## src/rtl/datamem_arbiter.sv

```systemverilog
// Round-robin arbiter and sequencer between the load/store unit (A) and the
// debug/loader port (B) in front of a single-port, range-checked data memory.
module datamem_arbiter #(
  parameter int AW    = 32,
  parameter int DW    = 32,
  parameter int DEPTH = 10
) (
  input  logic          clk,
  input  logic          rst_n,
  input  logic          a_req,
  input  logic          a_we,
  input  logic [AW-1:0] a_addr,
  input  logic [DW-1:0] a_wdata,
  output logic          a_ack,
  output logic [DW-1:0] a_rdata,
  output logic          a_err,
  input  logic          b_req,
  input  logic          b_we,
  input  logic [AW-1:0] b_addr,
  input  logic [DW-1:0] b_wdata,
  output logic          b_ack,
  output logic [DW-1:0] b_rdata,
  output logic          b_err,
  output logic          mem_we,
  output logic [AW-1:0] mem_addr,
  output logic [DW-1:0] mem_wdata,
  input  logic [DW-1:0] mem_rdata,
  output logic          busy
);

  typedef enum logic [1:0] {IDLE, ACCESS, RESP} state_t;

  state_t        state_q, state_d;
  logic          last_b_q, last_b_d;
  logic          win_b_q, win_b_d;
  logic          we_q, we_d;
  logic          range_ok_q, range_ok_d;
  logic [AW-1:0] addr_q, addr_d;
  logic [DW-1:0] wdata_q, wdata_d;
  logic [DW-1:0] rdata_q, rdata_d;
  logic          sel_b;
  logic [AW-1:0] win_addr;
  logic          resp_a, resp_b;

  always_ff @(posedge clk or negedge rst_n) begin
    if (!rst_n) begin
      state_q    <= IDLE;
      last_b_q   <= 1'b1;
      win_b_q    <= 1'b0;
      we_q       <= 1'b0;
      range_ok_q <= 1'b0;
      addr_q     <= '0;
      wdata_q    <= '0;
      rdata_q    <= '0;
    end else begin
      state_q    <= state_d;
      last_b_q   <= last_b_d;
      win_b_q    <= win_b_d;
      we_q       <= we_d;
      range_ok_q <= range_ok_d;
      addr_q     <= addr_d;
      wdata_q    <= wdata_d;
      rdata_q    <= rdata_d;
    end
  end

  always_comb begin
    state_d    = state_q;
    last_b_d   = last_b_q;
    win_b_d    = win_b_q;
    we_d       = we_q;
    range_ok_d = range_ok_q;
    addr_d     = addr_q;
    wdata_d    = wdata_q;
    rdata_d    = rdata_q;
    // On contention B wins only when A was served last.
    sel_b      = b_req && (!a_req || !last_b_q);
    win_addr   = sel_b ? b_addr : a_addr;
    case (state_q)
      IDLE: begin
        if (a_req || b_req) begin
          win_b_d    = sel_b;
          we_d       = sel_b ? b_we : a_we;
          addr_d     = win_addr;
          wdata_d    = sel_b ? b_wdata : a_wdata;
          range_ok_d = (win_addr < AW'(DEPTH));
          state_d    = ACCESS;
        end
      end
      ACCESS: begin
        // Writes and out-of-range accesses never expose memory contents.
        rdata_d = (!we_q && range_ok_q) ? mem_rdata : '0;
        state_d = RESP;
      end
      RESP: begin
        last_b_d = win_b_q;
        state_d  = IDLE;
      end
      default: state_d = IDLE;
    endcase
  end

  assign resp_a    = (state_q == RESP) && !win_b_q;
  assign resp_b    = (state_q == RESP) &&  win_b_q;

  assign a_ack     = resp_a;
  assign a_rdata   = resp_a ? rdata_q : '0;
  assign a_err     = resp_a && !range_ok_q;
  assign b_ack     = resp_b;
  assign b_rdata   = resp_b ? rdata_q : '0;
  assign b_err     = resp_b && !range_ok_q;

  assign mem_we    = (state_q == ACCESS) && we_q && range_ok_q;
  assign mem_addr  = addr_q;
  assign mem_wdata = wdata_q;
  assign busy      = (state_q != IDLE);

endmodule
```

## config.mk

```make
export PLATFORM = sky130hd
export DESIGN_NAME = datamem_arbiter
export DESIGN_NICKNAME = d
export VERILOG_FILES = /design/src/rtl/datamem_arbiter.sv
export SDC_FILE = /design/constraint.sdc
export NUM_CORES = 1
export LEC_CHECK = 0
export CORE_MARGIN = 4
export CORE_UTILIZATION = 40
export DETAILED_ROUTE_END_ITERATION = 7
export GPL_TIMING_DRIVEN = 0
export PLACE_DENSITY = 0.88
export SLEW_MARGIN = 20
export SYNTH_ARGS = -nofsm -noshare
export SYNTH_HDL_FRONTEND = slang
export SYNTH_SLANG_ARGS = --single-unit
```

## constraint.sdc

```tcl
create_clock -name clk -period 2.5 [get_ports clk]
set_input_delay 0.75 -clock clk [delete_from_list [all_inputs] [get_ports clk]]
set_output_delay 0.75 -clock clk [all_outputs]
set_load 0.005 [all_outputs]
```

Word level (Yosys, flattened, before mapping)
Cells that the tools add are included.
{ "classes": {"n_reduce_logical": 18, "n_mux": 8, "n_eq_ne": 3, "n_lt_le_gt_ge": 1} }
{ "op_table": {"columns": ["op", "count"], "rows": [
  ["2-to-1 mux 32 bit", 5],
  ["< comparator 32 x 4 -> 1 bit (second input constant)", 1],
  ["logical AND 1 bit", 8],
  ["zero test 1 bit", 5],
  ["one-hot mux 2 bit (2 select lines)", 1],
  ["== test 2 x 1 -> 1 bit (second input constant)", 1],
  ["== test 2 bit (second input constant)", 1],
  ["zero test 2 bit", 1],
  ["logical OR 1 bit", 2],
  ["2-to-1 mux 2 bit", 1],
  ["!= test 2 bit (second input constant)", 1],
  ["AND reduction 2 bit", 1],
  ["nonzero test 2 bit", 1],
  ["2-to-1 mux 1 bit", 1]
]} }
{ "word_totals": {"regBits": 102, "out_inout_bits": 134, "inputBits": 166, "word_cells": 38} }

Logic depth before layout (Yosys ltp)
Gate-level depths: netlist (run 1).
{ "logic_depth": {"depth_word": 5, "ltp_mapped": 7, "ltp_nobuf": 5} }

Least setup slack after synthesis (run 1)
OpenSTA, ideal clock, no wires.
{ "synth_path": {"path_kind": "register -> output", "start": "register state_q[0]", "end": "output port b_rdata[23]", "path_buffers": 1, "required_ps": 1750, "path_slack_ps": 538, "path_stages_with_launch": 5, "arrival_time_ps": 1212, "path_cell_list": "dfrtp_1 nand2b_1 nor2_1 clkbuf_1 and2_1"} }
{ "synth_between": {"elab_chain_cells": 3} }
{ "synth_rtl": {"columns": ["element", "line_no", "rtl"], "rows": [
  ["start: declaration", "33", "state_t state_q, state_d;"],
  ["start signal: assignment", "56", "state_q <= state_d;"],
  ["== test 2 bit", "104", "assign resp_b = (state_q == RESP) && win_b_q;"],
  ["logical AND 1 bit", "104", null],
  ["via b_ack", "21", "output logic b_ack,"],
  ["2-to-1 mux 32 bit", "110", "assign b_rdata = resp_b ? rdata_q : '0;"],
  ["end: declaration", "22", "output logic [DW-1:0] b_rdata,"]
]} }
The timed path passes the listed nets, and every way through them passes these cells.

Worst setup path after layout (run 1)
{ "layout_path": {"start": "register state_q[0]", "end": "output port b_rdata[25]"} }
{ "layout_between": {"elab_chain_cells": 3} }
{ "layout_rtl": {"columns": ["element", "line_no"], "rows": [
  ["== test 2 bit", "104"],
  ["logical AND 1 bit", "104"],
  ["2-to-1 mux 32 bit", "110"]
]} }
Every way passes these cells.

==> flow_summary.json, run 1 <==
{
  "fin_crit_sh_pct": 98.9,
  "diodes": 0,
  "clock_skew_ns": 0.00829,
  "finalHoldViolCount": 0,
  "gr-total-overflow": 0,
  "final_common_cell": "clkdlybuf4s50_1",
  "vias_per_cell": 5.25,
  "finalSetupTns_ns": 0,
  "critPathKind": "reg -> out",
  "grt_pass1_vias": 5250,
  "vdd_drop_max_mv": 0.536,
  "pwr-share-clk_pct": 19.1,
  "ant_nets": 0,
  "cts.sinks": 102,
  "port_buffers": 299,
  "pwr_density_cell_mw_per_mm2": 847,
  "multi_input_area_mm2": 0.00218,
  "slew_violations": 0,
  "start_util_pct": 40.7,
  "seqCellArea_mm2": 0.00256,
  "die_w_um": 119,
  "grt_use_total_pct": 25.2,
  "cp-start-kind": "register",
  "cts-buffers-inserted": 9,
  "postSynthAreaPerCell_um2": 10.4,
  "cp.arrival_ns": 1.72,
  "period_minus_slack_ns": 2.47,
  "p_seq_share_pct": 35.0,
  "die-area_mm2": 0.0141,
  "route.detailed.drc": 0,
  "intPower_uw": 4830,
  "yosysWarnings": 0,
  "end_kind": "output pin",
  "hp-class": "in -> async",
  "hold_buffers": 0,
  "fin_cells": 956,
  "syn_area_mm2": 0.00489,
  "cts.clk_slew.worst_paths_ns": 0.06,
  "area.growth.synth_to_final_pct": 75.6,
  "drive_above_1_share_pct": 11.9,
  "mostFrequentLayoutCells": "231 x clkdlybuf4s50_1, 99 x dfrtp_1, 68 x nand2_1, 68 x o21ai_0, 65 x mux2i_1",
  "place_congestion": 0.982,
  "dp_hpwl_um": 14600,
  "clock_latency_ns": 0.34,
  "pwr-share-comb_pct": 45.9,
  "num_vias": 5018,
  "hold_ws_ns": 0.335,
  "avgRoutedWirePerCell_um": 19.4,
  "yosysSeqAreaShare_pct": 52.2,
  "status": "complete, no violations",
  "synth_cells": 472,
  "r2r_cells": 6,
  "final_util_pct": 71.5,
  "wl_um": 18600,
  "first_pass_iters": 4,
  "final_area_mm2": 0.00859,
  "synth_nets": 638,
  "htree_levels": 3,
  "fmaxAchievable_mhz": 404,
  "r2r_slack_ns": 0.84,
  "rr_endpoint": "mem_wdata[13]",
  "grt_pass1_wl_um": 27900,
  "drv_cap": 0,
  "placed_cells": 919,
  "grt_setup_unrepaired": "true",
  "rows": 40,
  "setup_violations": 0,
  "final_nets": 970,
  "ioPinCount": 300,
  "die_y_um": 119,
  "cp_max_fo": 5,
  "grt_max_degree": 58,
  "ys_ff_latch": 102,
  "slew_headroom_pct": 67.6,
  "tightestPinTransition_ns": 0.482,
  "netSwitchingFraction_pct": 33.5,
  "antenna_found_initial": 0,
  "clock-root-buffer": "clkbuf_16",
  "drt_first_iter_violations": 274,
  "power_leakage_uw": 0.00412,
  "r2r-start": "state_q[0]",
  "cp.required_ns": 1.75,
  "dpl_cell_area_mm2": 0.00809,
  "p_switching_uw": 2440,
  "coreArea_mm2": 0.0120,
  "cts_max_path_buffers": 2,
  "fill_cells": 862,
  "synth_cell_types": 26,
  "cts_tree": "built"
}
layout make-up:
cell class	count	area share [%]
repair buffers	322	36.3
flip-flops and latches	102	29.8
clock buffers	12	2.87
plain buffers	33	2.73
well taps	147	2.14
multi-input cells	332	25.4
inverters	4	0.175
clock inverters	4	0.554
cell usage after synthesis:
| library cell | instances | area share [%] |
|---|---|---|
| a211o_1 | 1 | 0.18 |
| a21boi_2 | 1 | 0.23 |
| a21o_1 | 1 | 0.15 |
| a22o_1 | 32 | 5.7 |
| and2_1 | 64 | 8.2 |
| and3_1 | 1 | 0.13 |
| buf_2 | 13 | 1.3 |
| buf_4 | 1 | 0.15 |
| buf_6 | 4 | 0.92 |
| clkbuf_1 | 16 | 1.2 |
| dfrtp_1 | 101 | 52 |
| dfstp_2 | 1 | 0.54 |
| inv_1 | 3 | 0.23 |
| inv_2 | 1 | 0.077 |
| mux2i_1 | 65 | 13 |
| nand2_1 | 68 | 5.2 |
| nand2b_1 | 2 | 0.26 |
| nand3b_1 | 1 | 0.15 |
| nand4_1 | 3 | 0.38 |
| nor2_1 | 4 | 0.31 |
| nor2_2 | 1 | 0.13 |
| nor3_1 | 3 | 0.31 |
| nor4_1 | 15 | 1.9 |
| o21ai_0 | 68 | 7.0 |
| o21ai_1 | 1 | 0.10 |
| or4_1 | 1 | 0.15 |
power by group through the flow:
stage | clock network (µW) | logic, µW | registers (µW)
floorplan | 0 | 1110 | 2560
global placement | 0 | 2940 | 2520
detailed placement | 0 | 3040 | 2550
CTS | 1400 | 3250 | 2540
global route | 1470 | 3600 | 2610
finish | 1390 | 3340 | 2550
per-stage QoR:
stage	power, µW	worst slack, ns
3_3_place_gp	5460	-3.02
3_5_place_dp	5590	-0.328
6_report	7270	0.0271
2_1_floorplan	3670	0.538
4_1_cts	7190	-0.176
5_1_grt	7670	-0.0509
worst max-delay path: stages (launching register included):
cell	delay, ns
dfrtp_1	0.38
nand2b_4	0.17
nor2_4	0.19
buf_4	0.15
clkbuf_8	0.13
and2_1	0.13
dlygate4sd2_1	0.24
sequential cells by signal, summed over array words and instances, names as in the netlist:
name / count
mem_wdata: 32
rdata_q: 32
state_q: 2
range_ok_q: 1
mem_addr: 32
we_q: 1
last_b_q: 1
win_b_q: 1
routing by layer:
metal  global-route usage [%]  up-vias  part of all wire [%]
li1                         -     2320                     -
met1                     28.6     2390                    38
met2                     44.3      256                    51
met3                     5.84       52                   7.5
met4                     12.4        0                   4.1
met5                        0        -                     0
how the worst max path moves through the flow:
stage | startpoint | endpoint | cells past startpoint
2_1_floorplan | state_q[0] | b_rdata[23] | 4
3_3_place_gp | rst_n | mem_wdata[19] | 1
3_5_place_dp | state_q[0] | b_rdata[24] | 5
4_1_cts | state_q[0] | b_rdata[30] | 5
5_1_grt | state_q[0] | b_rdata[25] | 6
6_report | state_q[0] | b_rdata[25] | 6
logic make-up (layout without fill, tap and decap cells):
| kind of cell | after synthesis | in the layout | synth area share (%) |
|---|---|---|---|
| and+or+nand+nor | 163 | 163 | 17.1 |
| muxes | 65 | 65 | 13.3 |
| DFF | 102 | 102 | 52.2 |
| AOI/OAI and AO/OA | 104 | 104 | 13.4 |
| buffers and inverters | 38 | 375 | 3.94 |
timing repair:
action,CTS,global route
cloned,2,0
resized for setup,98,68
setup buffers,11,10
endpoints found under the setup margin,67,40
pin swaps,2,2
endpoints found under the hold margin,0,0
No activity file was read; power rests on OpenSTA's default activity.
==> run 2, diff against run 1 <==
--- a/config.mk
+++ b/config.mk
@@ -10,7 +10,6 @@
 export DETAILED_ROUTE_END_ITERATION = 7
 export GPL_TIMING_DRIVEN = 0
 export PLACE_DENSITY = 0.88
-export SLEW_MARGIN = 20
 export SYNTH_ARGS = -nofsm -noshare
 export SYNTH_HDL_FRONTEND = slang
 export SYNTH_SLANG_ARGS = --single-unit
==> run 2 against run 1 <==
Net effect:
- non-clock buffer count grew 3
- clock skew decreased by 0.00066 ns
- combinational power is 1% higher
- fmax is 0.91% lower
- largest cell class unchanged
- routed wire length is 0.94% higher
- total power up 0.84%
- first-iteration DRC count fell by 14%
- global-route usage hardly changed
- critical path depth is the same
- register-to-register slack worse by 0.06 ns
==> flow_summary.json, run 2 (synthesis results as in run 1) <==
{
  "rows": 40,
  "diodes": 0,
  "r2r_cells": 7,
  "tightestPinTransition_ns": 0.615,
  "critPathCapture": "a_rdata[30]",
  "place_congestion": 0.982,
  "final_nets": 973,
  "grt_max_degree": 58,
  "vdd_drop_max_mv": 0.518,
  "cts.sinks": 102,
  "hold_ws_ns": 0.429,
  "vias_per_cell": 5.26,
  "status": "complete, no violations",
  "wl_um": 18800,
  "drt_first_iter_violations": 236,
  "power_leakage_uw": 0.00437,
  "seqCellArea_mm2": 0.00255,
  "die_w_um": 119,
  "cts_tree": "built",
  "area.growth.synth_to_final_pct": 77.8,
  "cts-buffers-inserted": 9,
  "fin_cells": 959,
  "drv_cap": 0,
  "mostFrequentLayoutCells": "229 x clkdlybuf4s50_1, 100 x dfrtp_1, 68 x nand2_1, 68 x o21ai_0, 65 x mux2i_1",
  "final_util_pct": 72.3,
  "path_cells": "nand2b_4 -> nor2_4 -> buf_6 -> clkbuf_8 -> and2_1 -> clkdlybuf4s15_1",
  "multi_input_area_mm2": 0.00218,
  "cpPeakStageDelay_ns": 0.37,
  "ioPinCount": 300,
  "cts.clk_slew.worst_paths_ns": 0.06,
  "cp_slowest_cell": "dfrtp_1",
  "cp-start-kind": "register",
  "first_pass_iters": 5,
  "clock-root-buffer": "clkbuf_16",
  "r2r-start": "state_q[0]",
  "start_util_pct": 40.7,
  "slew_violations": 0,
  "grt_pass1_vias": 5258,
  "finalHoldViolCount": 0,
  "period_minus_slack_ns": 2.50,
  "num_vias": 5040,
  "fill_cells": 851,
  "slew_headroom_pct": 59.0,
  "cts_max_path_buffers": 2,
  "setup_violations": 0,
  "grt_use_total_pct": 25.1,
  "critPathKind": "reg -> out",
  "die_y_um": 119,
  "pwr_density_cell_mw_per_mm2": 844,
  "htree_levels": 3,
  "dp_hpwl_um": 14600,
  "fin_crit_sh_pct": 99.8,
  "finalPower_uw": 7330,
  "hp-class": "in -> async",
  "antenna_found_initial": 0,
  "final_common_cell": "clkdlybuf4s50_1",
  "placed_cells": 919,
  "clock_skew_ns": 0.00763,
  "r2r_slack_ns": 0.78,
  "grt_setup_unrepaired": "true",
  "route.detailed.drc": 0,
  "ant_nets": 0,
  "grt_pass1_wl_um": 27800,
  "rr_endpoint": "mem_wdata[20]",
  "gr-total-overflow": 0,
  "die-area_mm2": 0.0141,
  "fmaxAchievable_mhz": 401,
  "drive_above_1_share_pct": 10.6,
  "cp_max_fo": 6,
  "end_kind": "output pin",
  "cp.required_ns": 1.75,
  "cp-startpoint": "state_q[0]",
  "coreArea_mm2": 0.0120,
  "port_buffers": 299,
  "clock_latency_ns": 0.34,
  "cp.arrival_ns": 1.75,
  "avgRoutedWirePerCell_um": 19.6
}
## run 2: critical path: cells and delay by family (launching register included)
kind          cells  cell delay (ns)
simple gates      3             0.55
buf+inv           3             0.49
flops             1             0.37
## run 2: how the worst min path moves through the flow
stage	cells past startpoint	slack, ns	end	from
floorplan	0	0.45	mem_addr[0]	rst_n
global placement	2	0.46	mem_addr[11]	mem_addr[11]
detailed placement	2	0.47	mem_wdata[31]	mem_wdata[31]
CTS	1	0.44	mem_addr[10]	rst_n
global route	1	0.47	mem_addr[10]	rst_n
finish	1	0.43	mem_addr[10]	rst_n
## run 2: routing by layer
| metal | up-vias | GRT usage (%) | share of wire (%) |
|---|---|---|---|
| li1 | 2329 | - | - |
| met3 | 56 | 6.51 | 7.2 |
| met1 | 2405 | 28.3 | 38 |
| met2 | 250 | 43.7 | 51 |
| met4 | 0 | 13.1 | 4.4 |
| met5 | - | 0 | 0 |
## run 2: stage by stage
stage | setup WS (ns) | cell area [µm²] | TNS (ns)
2_1_floorplan | 0.538 | 4890 | 0
3_3_place_gp | -3.02 | 8070 | -319.44
3_5_place_dp | -0.329 | 8090 | -18.49
4_1_cts | -0.201 | 8480 | -2.87
5_1_grt | -0.0419 | 8690 | -0.631
6_report | 0.00431 | 8690 | 0
## run 2: where the power goes
group / internal [µW] / leakage [µW] / switching (µW)
sequential: 2210 / 0.00131 / 326
combinational: 1840 / 0.00291 / 1550
clock: 826 / 0.000152 / 579
## run 2: repair_timing
item / in CTS / in global routing
hold endpoints to repair: 0 / 0
gates cloned: 3 / 0
endpoints found under the setup margin: 67 / 63
hold buffers: 0 / 0
setup buffers: 6 / 17
pin swaps: 1 / 2
gates resized for setup: 83 / 53
## run 2: cell type report
cell class / instances / share of cell area, %
timing repair buffer: 325 / 37.0
clock buffer: 12 / 2.95
inverter: 4 / 0.173
sequential: 102 / 29.4
tap: 147 / 2.12
clock inverter: 4 / 0.518
multi-input combinational: 332 / 25.1
buffer: 33 / 2.69
